**src/rtl/rr_req_gnt_arbiter_pkg.sv**
```systemverilog
// Shared types/constants for the round-robin req/gnt arbiter.
// Optional feature macro: ARB_BACK2BACK_EN (direct owner-to-owner handover).
package arb_pkg;

  typedef enum logic [1:0] {IDLE = 2'd0, GRANT = 2'd1, GAP = 2'd2} arb_state_t;

  localparam int DEF_N_REQ    = 4;
  localparam int DEF_MAX_HOLD = 16;

  function automatic int next_ptr(input int idx, input int n);
     return (idx + 1 >= n) ? 0 : idx + 1;
  endfunction

endpackage

```
**src/rtl/rr_req_gnt_arbiter_if.sv**
```systemverilog
// Requester-side bundle: level requests in, one-hot grant / owner id / timeout out.
interface rr_req_gnt_arbiter_if
   import arb_pkg::*;
#(
   parameter int N_REQ = DEF_N_REQ
);
   localparam int ID_W = $clog2(N_REQ);

   logic [N_REQ-1:0] req;
   logic [N_REQ-1:0] gnt;
   logic [ID_W-1:0]  gnt_id;
   logic             gnt_vld;
   logic             timeout;

   modport master (output req, input gnt, gnt_id, gnt_vld, timeout);
   modport slave  (input req, output gnt, gnt_id, gnt_vld, timeout);

endinterface

```
**src/rtl/rr_req_gnt_arbiter_pick.sv**
```systemverilog
// Rotating-priority picker: first requester at or after ptr (wrapping), skipping excluded bits.
module rr_pick #(
   parameter int N_REQ = 4,
   localparam int ID_W = $clog2(N_REQ)
) (
   input  logic [N_REQ-1:0] i_req,
   input  logic [ID_W-1:0]  i_ptr,
   input  logic [N_REQ-1:0] i_excl,
   output logic [ID_W-1:0]  o_win,
   output logic             o_found
);

   int w_j;

   always_comb begin
      o_win   = '0;
      o_found = 1'b0;
      w_j     = 0;
      for (int k = 0; k < N_REQ; k++) begin
         w_j = int'(i_ptr) + k;
         if (w_j >= N_REQ) w_j = w_j - N_REQ;
         if (!o_found && i_req[w_j] && !i_excl[w_j]) begin
            o_found = 1'b1;
            o_win   = ID_W'(w_j);
         end
      end
   end

endmodule

```
**src/rtl/rr_req_gnt_arbiter.sv**
```systemverilog
// Round-robin arbiter with hold timeout: IDLE -> GRANT -> GAP -> (GRANT|IDLE).
// With ARB_BACK2BACK_EN a pending non-owner takes over on release/revoke with no GAP cycle.
module rr_req_gnt_arbiter
   import arb_pkg::*;
#(
   parameter int N_REQ    = DEF_N_REQ,
   parameter int MAX_HOLD = DEF_MAX_HOLD,
   localparam int ID_W    = $clog2(N_REQ),
   localparam int CNT_W   = $clog2(MAX_HOLD + 1)
) (
   input  logic              clk,
   input  logic              rst_n,
   rr_req_gnt_arbiter_if.slave bus
);

   localparam logic [1:0] ST_IDLE  = IDLE;
   localparam logic [1:0] ST_GRANT = GRANT;
   localparam logic [1:0] ST_GAP   = GAP;

   logic [1:0]       r_state;
   logic [N_REQ-1:0] r_gnt;
   logic [ID_W-1:0]  r_gnt_id;
   logic             r_gnt_vld;
   logic             r_timeout;
   logic [CNT_W-1:0] r_cnt;
   logic [ID_W-1:0]  r_ptr;

   logic             w_in_grant;
   logic             w_owner_req;
   logic             w_release;
   logic             w_revoke;
   logic             w_end;
   logic             w_b2b;
   logic             w_take;
   logic [N_REQ-1:0] w_excl;
   logic [ID_W-1:0]  w_win;
   logic             w_found;

   assign w_in_grant  = (r_state == ST_GRANT);
   assign w_owner_req = |(bus.req & r_gnt);
   assign w_release   = w_in_grant && !w_owner_req;
   // Release wins over revoke on the same edge, so timeout only fires if the owner still wants it.
   assign w_revoke    = w_in_grant && w_owner_req && (r_cnt == CNT_W'(MAX_HOLD));
   assign w_end       = w_release || w_revoke;
   assign w_excl      = w_in_grant ? r_gnt : '0;

`ifdef ARB_BACK2BACK_EN
   assign w_b2b = w_end && w_found;
`else
   assign w_b2b = 1'b0;
`endif

   assign w_take = w_in_grant ? w_b2b : w_found;

   rr_pick #(.N_REQ(N_REQ)) u_pick (
      .i_req   (bus.req),
      .i_ptr   (r_ptr),
      .i_excl  (w_excl),
      .o_win   (w_win),
      .o_found (w_found)
   );

   always_ff @(posedge clk or negedge rst_n) begin
      if (!rst_n) begin
         r_state   <= ST_IDLE;
         r_gnt     <= '0;
         r_gnt_id  <= '0;
         r_gnt_vld <= 1'b0;
         r_timeout <= 1'b0;
         r_cnt     <= '0;
         r_ptr     <= '0;
      end else begin
         r_timeout <= w_revoke;
         if (w_take) begin
            r_gnt     <= N_REQ'(1) << w_win;
            r_gnt_id  <= w_win;
            r_gnt_vld <= 1'b1;
            r_cnt     <= CNT_W'(1);
            r_ptr     <= ID_W'(next_ptr(int'(w_win), N_REQ));
            r_state   <= ST_GRANT;
         end else if (w_end) begin
            r_gnt     <= '0;
            r_gnt_vld <= 1'b0;
            r_state   <= ST_GAP;
         end else if (w_in_grant) begin
            r_cnt     <= r_cnt + CNT_W'(1);
         end else begin
            r_state   <= ST_IDLE;
         end
      end
   end

   assign bus.gnt     = r_gnt;
   assign bus.gnt_id  = r_gnt_id;
   assign bus.gnt_vld = r_gnt_vld;
   assign bus.timeout = r_timeout;

endmodule

```
**src/flat_wrapper.sv**
```systemverilog
// flat-port wrapper written by rule: the top's interface ports become plain ports
module rr_req_gnt_arbiter_flat import arb_pkg::*;
#(
   parameter int N_REQ    = DEF_N_REQ,
   parameter int MAX_HOLD = DEF_MAX_HOLD,
   localparam int ID_W    = $clog2(N_REQ),
   localparam int CNT_W   = $clog2(MAX_HOLD + 1)
)
  (clk, rst_n, bus_req, bus_gnt, bus_gnt_id, bus_gnt_vld, bus_timeout);
  rr_req_gnt_arbiter_if #(.N_REQ(N_REQ)) bus_i ();
  input  logic clk;
  input  logic rst_n;
  input wire logic [$bits(bus_i.req)-1:0] bus_req;
  output wire logic [$bits(bus_i.gnt)-1:0] bus_gnt;
  output wire logic [$bits(bus_i.gnt_id)-1:0] bus_gnt_id;
  output wire logic [$bits(bus_i.gnt_vld)-1:0] bus_gnt_vld;
  output wire logic [$bits(bus_i.timeout)-1:0] bus_timeout;
  assign bus_i.req = bus_req;
  assign bus_gnt = bus_i.gnt;
  assign bus_gnt_id = bus_i.gnt_id;
  assign bus_gnt_vld = bus_i.gnt_vld;
  assign bus_timeout = bus_i.timeout;
  rr_req_gnt_arbiter #(.N_REQ(N_REQ), .MAX_HOLD(MAX_HOLD)) u_core (.clk(clk), .rst_n(rst_n), .bus(bus_i));
endmodule
```
**config.mk**
```make
export PLATFORM = sky130hd
export DESIGN_NAME = rr_req_gnt_arbiter_flat
export DESIGN_NICKNAME = d
export VERILOG_FILES = /design/src/rtl/rr_req_gnt_arbiter_pkg.sv /design/src/rtl/rr_req_gnt_arbiter_if.sv /design/src/rtl/rr_req_gnt_arbiter_pick.sv /design/src/rtl/rr_req_gnt_arbiter.sv /design/src/flat_wrapper.sv
export SDC_FILE = /design/constraint.sdc
export NUM_CORES = 1
export LEC_CHECK = 0
export CAP_MARGIN = 40
export CORE_MARGIN = 4
export CORE_UTILIZATION = 49
export DETAILED_ROUTE_END_ITERATION = 12
export GPL_TIMING_DRIVEN = 0
export HOLD_SLACK_MARGIN = 0.15
export PLACE_DENSITY = 0.86
export SKIP_CTS_REPAIR_TIMING = 1
export SLEW_MARGIN = 20
export SYNTH_ARGS = -nofsm -noshare
export SYNTH_HDL_FRONTEND = slang
export SYNTH_SLANG_ARGS = --single-unit
```
**constraint.sdc**
```tcl
create_clock -name clk -period 2.44 [get_ports clk]
set_input_delay 0.732 -clock clk [delete_from_list [all_inputs] [get_ports clk]]
set_output_delay 0.732 -clock clk [all_outputs]
set_load 0.01 [all_outputs]
```
==> flow_metrics.py, run 1 <==
metrics = {
    "power_and_ir_drop": {
        "p_clk_frac": 0.059,
        "peakVddDrop_mv": 1.19,
        "p_leak_nw": 0.723,
        "internal_power_mw": 1.42,
        "swShare": 0.452,
        "power_density_nw_per_um2": 1610,
        "combPwrFrac": 0.747,
        "p_switching_mw": 1.17,
        "power.total_mw": 2.60,
        "pwr-share-seq": 0.195,
    },
    "global_routing": {
        "gr-usage-met2": 0.260,
        "grt_pass1_vias": 908,
        "track_usage": 0.167,
        "grt_start_max_net_pins": 18,
        "grt_busiest_layer": "met2",
        "grt_pass1_wl_um": 4130,
        "grt_use_met1": 0.219,
        "antenna_found_initial": 0,
        "overflow": 0,
        "use_met3": 0.0368,
    },
    "worst_setup_path": {
        "r2r_slack_ns": -0.07,
        "reg2reg_from": "u_core.r_ptr[0]",
        "reg2reg_to": "u_core.r_ptr[1]",
        "crit_path_start": "u_core.r_ptr[0]",
        "worstPathArrival_ns": 2.69,
        "reg2reg_depth": 9,
        "critPathCaptureType": "flop",
        "crit_path_start_kind": "flop",
        "crit_type": "flop to flop",
        "worstPathMaxFanout": 6,
        "cp.required_ns": 2.62,
    },
    "sta": {
        "slew_violations": 0,
        "hold_violations": 0,
        "finalCritPeriodShare": 1.03,
        "final.setup.tns_ns": -0.173,
        "min_period_ns": 2.51,
        "max_clock_freq_mhz": 399,
        "rsz0062_at_grt": "true",
        "worst_pin_slew_ns": 0.770,
        "setup_violations": 5,
        "slew_headroom": 0.485,
        "clock_skew_ns": 0.00685,
        "setup_slack_ns": -0.0661,
    },
    "clock_tree": {
        "clkSinkCount": 17,
        "cts_buffer_depth": 2,
        "clock_latency_ns": 0.30,
        "cts_max_level": 1,
        "cts_made_buffers": 3,
        "path_clk_slew_ns": 0.10,
        "cts_tree": "yes",
        "cts-root-buf": "clkbuf_4",
    },
    "final_layout": {
        "fin_nets": 164,
        "drive_gt1_frac": 0.311,
        "n_fill_cell": 167,
        "multi_input_area_um2": 797,
        "area_growth_pct": 40.9,
        "ff_latch_area_um2": 427,
        "antenna_cells": 0,
    },
    "yosys": {
        "synth_area_um2": 1150,
        "synth-seq-area-share": 0.371,
        "synth_edf_count": 0,
        "syn_inst": 122,
        "post-synth-top-count-cell": "dfrtp_1",
        "ys_top_cells_by_area": "dfrtp_1, ha_1, nand3_1",
        "ys.flop_type": "dfrtp_1",
        "synth.avg_cell_area_um2": 9.40,
        "async_reset_ff_frac": 1.00,
        "synth_top_cell_area_share": 0.371,
        "yosysWarnings": 0,
        "synth_seq_cells": 17,
        "synth_fp_nets": 134,
        "yosys.cell_types.count": 41,
        "post-synth-top-area-cell": "dfrtp_1",
        "yosys-top-cells-count": "dfrtp_1, nand3_1, nand2_1",
    },
    "routing": {
        "route.vias.total": 1047,
        "drtPass1Iterations": 4,
        "viasPerCell": 5.85,
        "drt-initial-drc-count": 21,
        "drt_wl_total_um": 2900,
        "final_antenna_net_count": 0,
        "drcViolationCount": 0,
        "drt-wirelength-per-cell_um": 16.2,
    },
    "floorplanning": {
        "die-area_um2": 3180,
        "core-area_um2": 2210,
        "die_width_um": 56.4,
        "fp.dieH_um": 56.4,
        "pin_count": 14,
        "start_util": 0.519,
        "fp-row-count": 17,
    },
    "hold_path": {
        "hold_depth": 2,
        "min_to": "u_core.bus.gnt_vld",
        "holdCritStartpoint": "u_core.bus.gnt_vld",
        "min_path_type": "flop to flop",
    },
    "place": {
        "place_hpwl_um": 1770,
        "portBuffers": 13,
        "place.gp.congestion": 0.780,
    },
    "run_status": {
        "outcome": "finished with violations",
        "violations": "negative setup slack",
    },
    "job": {
        "max_cap_viol_count": 0,
    },
}
## cells by family (layout without fill, tap and decap cells)
group	after synthesis	in the layout	share of synthesized area
AND/OR/NAND/NOR	48	48	0.231
AO/OA/AOI/OAI	28	28	0.181
flip-flops	17	17	0.371
buffers and inverters	13	42	0.0567
XOR/XNOR	2	2	0.0153
adder cells (fa/ha/maj)	6	6	0.0654
multiplexers	8	8	0.0796
## power groups by stage
stage	logic [mW]	registers (mW)	clock network [mW]
finish	1.94	0.505	0.153
global route	2.10	0.514	0.178
CTS	1.39	0.482	0.154
detailed placement	1.37	0.488	0
global placement	1.32	0.479	0
floorplan	1.05	0.485	0
## layer usage
metal / vias to the layer above / routed length [um]
met1: 511 / 1310
met3: 4 / 129
met4: 0 / 36
met5: - / 0
met2: 29 / 1430
li1: 503 / -
## metrics by stage
| stage | cells | area, um^2 | worst slack (ns) | utilization | hold slack, ns |
|---|---|---|---|---|---|
| floorplan | 122 | 1170 | 0.0231 | - | 0.436 |
| global placement | 163 | 1340 | -0.586 | 0.605 | 0.467 |
| detailed placement | 163 | 1340 | -0.624 | 0.605 | 0.464 |
| CTS | 167 | 1370 | -0.318 | 0.618 | 0.495 |
| global route | 179 | 1620 | -0.117 | 0.731 | 0.528 |
| finish | 179 | 1620 | -0.0661 | 0.731 | 0.488 |
## layout make-up
cell class / instances / share of cell area
buffer: 4 / 0.0224
clock buffer: 3 / 0.0139
clock inverter: 1 / 0.00310
inverter: 9 / 0.0209
multi-input combinational: 92 / 0.493
sequential: 17 / 0.264
tap: 28 / 0.0217
timing repair buffer: 25 / 0.161
## critical path, cell delays in order (launching register included)
cell	delay, ns
dfrtp_2	0.47
buf_8	0.15
mux2i_4	0.18
o211a_4	0.29
buf_4	0.15
nor4b_2	0.39
a2111oi_4	0.09
o31ai_4	0.11
ha_1	0.30
mux2_4	0.27
## sequential cells by signal, indices dropped and copies added (netlist names)
register	count
u_core.bus.gnt_id	2
u_core.bus.gnt	4
u_core.bus.gnt_vld	1
u_core.r_state	2
u_core.bus.timeout	1
u_core.r_ptr	2
u_core.r_cnt	5
## worst max-delay path by stage
stage | end | slack [ns]
2_1_floorplan | u_core.bus.gnt_id[0] | 0.02
3_3_place_gp | u_core.r_ptr[1] | -0.59
3_5_place_dp | u_core.r_ptr[1] | -0.62
4_1_cts | u_core.r_ptr[1] | -0.32
5_1_grt | u_core.r_ptr[1] | -0.12
6_report | u_core.r_ptr[1] | -0.07
## placed cells by master, fill, tap and decap left out, types with 3 or more instances in the layout
master,n
mux2_4,3
clkbuf_4,3
o21ai_0,5
nor2b_1,4
nand2_1,11
mux2_2,3
clkdlybuf4s50_1,9
inv_1,9
dlymetal6s2s_1,4
buf_4,10
dfrtp_1,16
nor2_1,4
nand3b_1,4
nand3_1,13
ha_1,6
a21oi_1,3
No activity file was read; power rests on OpenSTA's default activity.
==> run 2: changes to the inputs <==
--- a/config.mk
+++ b/config.mk
@@ -8,2 +8,3 @@
 export CAP_MARGIN = 40
+export CORE_ASPECT_RATIO = 0.8
 export CORE_MARGIN = 4
--- a/constraint.sdc
+++ b/constraint.sdc
@@ -3,2 +3,2 @@
 set_output_delay 0.732 -clock clk [all_outputs]
-set_load 0.01 [all_outputs]
+set_load 0.1 [all_outputs]
==> run 2 against run 1 <==
Net effect: the run still ends with negative setup slack left; highest routed layer unchanged; clock-buffer cell count stayed put; clock skew is 0.0035 ns lower; critical path type unchanged; worst setup slack better by 0.021 ns; register-to-register slack better by 0.02 ns; sequential share of layout area is 0.14 points lower; largest cell class unchanged; sequential cell count stayed put; via count is 2.5% higher; maximum frequency is 0.86% higher; critical path depth is 1 lower; wire length is 1.8% lower; die area is 0.15% higher; cell area is 3.5% higher.
==> flow_metrics.py, run 2 (synthesized netlist as in run 1, its figures left out) <==
metrics = {
    "clock_tree": {
        "cts_tree": "yes",
        "path_clk_slew_ns": 0.10,
        "clkSinkCount": 17,
        "cts-root-buf": "clkbuf_4",
        "cts_buffer_depth": 2,
        "cts_max_level": 1,
        "cts_made_buffers": 3,
        "clock_latency_ns": 0.30,
    },
    "place": {
        "place.gp.congestion": 0.803,
        "placed_cell_area_um2": 1470,
        "place_hpwl_um": 1950,
        "portBuffers": 13,
    },
    "final_layout": {
        "n_fill_cell": 154,
        "largest_register_ffs": 5,
        "antenna_cells": 0,
        "top_register": "u_core.r_cnt",
        "drive_gt1_frac": 0.316,
        "postLayoutCellArea_um2": 1670,
        "fin_nets": 165,
        "mostFrequentLayoutCell": "nand3_1",
        "final_cell_mix": "nand3_1, dfrtp_1, nand2_1",
        "area_growth_pct": 45.8,
    },
    "routing": {
        "top_layer": "met4",
        "route.met2.wl_um": 1380,
        "route.vias.total": 1073,
        "drt_wl_total_um": 2850,
        "viasPerCell": 6.06,
        "drt-initial-drc-count": 57,
        "drcViolationCount": 0,
        "wl_met3_um": 172,
        "met1_length_um": 1210,
        "drt-wirelength-per-cell_um": 16.1,
        "drtPass1Iterations": 4,
        "final_antenna_net_count": 0,
    },
    "floorplanning": {
        "pin_count": 14,
        "fp.dieH_um": 51.3,
        "core-area_um2": 2200,
        "die-area_um2": 3180,
        "fp-row-count": 15,
        "die_width_um": 62.1,
        "start_util": 0.523,
    },
    "global_routing": {
        "grt_start_max_net_pins": 18,
        "antenna_found_initial": 0,
        "track_usage": 0.177,
        "overflow": 0,
        "grt_pass1_vias": 1035,
        "grt_pass1_wl_um": 4570,
    },
    "worst_setup_path": {
        "r2r_slack_ns": -0.04,
        "path_depth": 8,
        "worstPathMaxFanout": 7,
        "reg2reg_depth": 8,
        "worst_path_max_delay_cell": "dfrtp_2",
        "cp_cell_sequence": "buf_8, mux2i_4, o211a_4, and3_4, a2111oi_4, o31ai_4, ha_1, mux2_2",
        "critPathMaxStageDelay_ns": 0.46,
        "critical_path.top_delay_family": "compound AO/OA/AOI/OAI gates",
        "crit_path_start_kind": "flop",
        "worstPathArrival_ns": 2.68,
        "crit_buf_inv": 1,
        "critPathCaptureType": "flop",
        "reg2reg_from": "u_core.r_ptr[0]",
        "reg2reg_to": "u_core.r_ptr[1]",
        "endpoint": "u_core.r_ptr[1]",
        "crit_type": "flop to flop",
        "crit_path_start": "u_core.r_ptr[0]",
        "cp.required_ns": 2.64,
    },
    "run_status": {
        "violations": "negative setup slack",
        "outcome": "finished with violations",
    },
    "sta": {
        "max_clock_freq_mhz": 402,
        "slew_headroom": 0.506,
        "clock_skew_ns": 0.00331,
        "final.setup.tns_ns": -0.0447,
        "finalCritPeriodShare": 1.02,
        "setup_slack_ns": -0.0447,
        "worst_pin_slew_ns": 0.738,
        "setup_violations": 1,
        "min_period_ns": 2.48,
        "rsz0062_at_grt": "true",
        "slew_violations": 0,
        "hold_violations": 0,
    },
    "hold_path": {
        "min_path_type": "flop to flop",
    },
    "job": {
        "max_cap_viol_count": 0,
    },
}
[run 2: worst min-delay path by stage]
stage / to / depth (start not counted) / from / slack, ns
4_1_cts: u_core.r_cnt[4] / 1 / u_core.r_cnt[4] / 0.50
3_5_place_dp: u_core.bus.gnt_vld / 2 / u_core.bus.gnt_vld / 0.48
6_report: u_core.bus.gnt_vld / 2 / u_core.bus.gnt_vld / 0.51
3_3_place_gp: u_core.bus.gnt_vld / 2 / u_core.bus.gnt_vld / 0.47
2_1_floorplan: u_core.bus.gnt[0] / 0 / rst_n / 0.44
5_1_grt: u_core.bus.gnt_vld / 2 / u_core.bus.gnt_vld / 0.54
[run 2: final cells by class]
cell class,instances,area [um^2],area share
Clock buffer,3,22.5,0.0135
Timing Repair Buffer,26,328,0.196
Inverter,9,33.8,0.0202
Multi-Input combinational cell,92,777,0.464
Tap cell,25,31.3,0.0187
Clock inverter,1,5.00,0.00299
Buffer,4,36.3,0.0217
Sequential cell,17,439,0.263
[run 2: metal layers]
layer / up-vias / GRT usage
met5: - / 0
met4: 0 / 0.0650
met3: 10 / 0.0527
met2: 38 / 0.288
met1: 516 / 0.223
li1: 509 / -
[run 2: metrics by stage]
step           hold slack [ns]  setup WS (ns)  utilization  std cells
4_1_cts                  0.504         -0.372        0.681        172
6_report                 0.510        -0.0447        0.762        177
5_1_grt                  0.536         -0.104        0.762        177
3_5_place_dp             0.482         -0.694        0.668        168
3_3_place_gp             0.465         -0.575        0.614        160
2_1_floorplan            0.436         0.0123            -        122
[run 2: worst reg2reg max path: cells and delay by family (launching register included)]
| family | cells | cell delay [ns] |
|---|---|---|
| AOI/OAI and AO/OA | 3 | 0.84 |
| DFF | 1 | 0.46 |
| muxes | 2 | 0.44 |
| adders and majority gates | 1 | 0.29 |
| and+or+nand+nor | 1 | 0.18 |
| buffers and inverters | 1 | 0.16 |
Power of run 2 is not shown: default switching activity piles up to over one toggle a cycle in this logic, so the estimate is an artifact.
==> run 3: changes to the inputs <==
CORE_MARGIN = 1.5   (was 4)
CORE_UTILIZATION = 25   (was 49)
PLACE_DENSITY = 0.54   (was 0.86)
clock period = 3.02 ns   (was 2.44 ns; I/O delays follow)
==> run 3 against run 2 <==
Net effect: the flow now finishes without violations; clock-buffer cell count increased by 1; first-iteration DRC count decreased by 8.8%; die area increased by 57%; cell area decreased by 3.3%; highest routed layer unchanged.
==> flow_metrics.py, run 3 (synthesized netlist as in run 1, its figures left out) <==
metrics = {
    "routing": {
        "drt_wl_total_um": 2580,
        "drtPass1Iterations": 4,
        "final_antenna_net_count": 0,
        "drcViolationCount": 0,
        "route.vias.total": 1008,
        "drt-wirelength-per-cell_um": 12.5,
        "drt-initial-drc-count": 52,
        "viasPerCell": 4.87,
    },
    "sta": {
        "hold_violations": 0,
        "min_period_ns": 2.95,
        "worst_pin_slew_ns": 0.506,
        "slew_headroom": 0.658,
        "rsz0062_at_grt": "false",
        "final.setup.tns_ns": 0,
        "setup_violations": 0,
        "finalCritPeriodShare": 0.977,
        "max_clock_freq_mhz": 339,
        "clock_skew_ns": 0.00813,
        "slew_violations": 0,
    },
    "final_layout": {
        "area_growth_pct": 41.0,
        "drive_gt1_frac": 0.227,
        "fin_nets": 163,
        "instances_no_fill": 207,
        "largest_register_ffs": 5,
        "antenna_cells": 0,
        "final_cell_mix": "dfrtp_1, nand3_1, clkdlybuf4s50_1",
        "mostFrequentLayoutCell": "dfrtp_1",
        "n_fill_cell": 415,
        "top_register": "u_core.r_cnt",
    },
    "clock_tree": {
        "clkSinkCount": 17,
        "cts_max_level": 1,
        "cts-root-buf": "clkbuf_8",
        "cts_buffer_depth": 2,
        "cts_tree": "yes",
        "cts_made_buffers": 3,
        "path_clk_slew_ns": 0.07,
        "clock_latency_ns": 0.26,
    },
    "worst_setup_path": {
        "worstPathMaxFanout": 8,
        "critPathCaptureType": "flop",
        "crit_path_start_kind": "input port",
        "worstPathArrival_ns": 3.09,
        "cp.required_ns": 3.16,
        "crit_path_start": "bus_req[3]",
        "reg2reg_from": "u_core.r_ptr[0]",
        "crit_type": "input port to flop",
    },
    "run_status": {
        "outcome": "finished, final reports clean",
    },
    "place": {
        "dp_cells": 200,
        "portBuffers": 13,
        "place_hpwl_um": 1860,
        "place.gp.congestion": 0.714,
    },
    "floorplanning": {
        "fp-row-count": 21,
        "core-area_um2": 4280,
        "pin_count": 14,
        "fp.dieH_um": 63.6,
        "die_width_um": 78.7,
        "start_util": 0.268,
        "die-area_um2": 5010,
    },
    "global_routing": {
        "antenna_found_initial": 0,
        "grt_pass1_vias": 983,
        "overflow": 0,
        "grt_pass1_wl_um": 4290,
        "track_usage": 0.107,
        "grt_start_max_net_pins": 18,
    },
    "hold_path": {
        "min_path_type": "flop to flop",
        "holdCritStartpoint": "u_core.bus.gnt_vld",
    },
    "job": {
        "max_cap_viol_count": 0,
    },
}
[run 3: cell types whose count changed in the layout (fill, tap and decap cells not counted), sizes merged]
cell and change:
buf -1, dlymetal6s2s -4, clkdlybuf4s50 +4, clkinv -1
[run 3: worst paths after layout]
path                                       to  slack (ns)  cells past startpoint
max                           u_core.r_ptr[1]        0.07                      8
min                        u_core.bus.gnt_vld        0.49                      2
max reg2reg                   u_core.r_ptr[1]        0.38                      8
min reg2reg                u_core.bus.gnt_vld        0.49                      2
max in group asynchronous   u_core.bus.gnt[2]        1.70                      2
min in group asynchronous     u_core.r_cnt[0]        0.92                      1
[run 3: critical path, cell delays in order]
cell and delay (ns):
clkdlybuf4s50_1 0.45, mux2_4 0.30, o211a_4 0.17, and3_1 0.21, a2111oi_4 0.33, o31ai_4 0.15
ha_1 0.30, mux2_2 0.25
[run 3: routing by layer]
layer | vias to the layer above | wire, um | global-route usage
met2 | 18 | 1210 | 0.179
li1 | 498 | - | -
met4 | 0 | 44 | 0.0513
met1 | 488 | 1260 | 0.134
met3 | 4 | 69 | 0.0174
met5 | - | 0 | 0
[run 3: per-stage QoR]
stage                     hold slack, ns   util  setup slack (ns)  instance area, um^2
final                              0.495  0.378            0.0692                 1620
after global placement             0.480  0.315            -0.563                 1350
after detailed placement           0.483  0.343            -0.603                 1470
after global routing               0.539  0.378           0.00283                 1620
after floorplan                    0.453      -             0.175                 1150
after CTS                          0.503  0.353            -0.348                 1510
[run 3: layout make-up]
type | instances | area [um^2] | share of cell area
timing repair buffer | 24 | 280 | 0.173
buffer | 4 | 31.3 | 0.0193
multi-input combinational | 92 | 731 | 0.452
tap | 57 | 71.3 | 0.0441
sequential | 17 | 425 | 0.263
inverter | 9 | 33.8 | 0.0209
clock buffer | 4 | 45.0 | 0.0278
Power of run 3 is left out for the same reason.
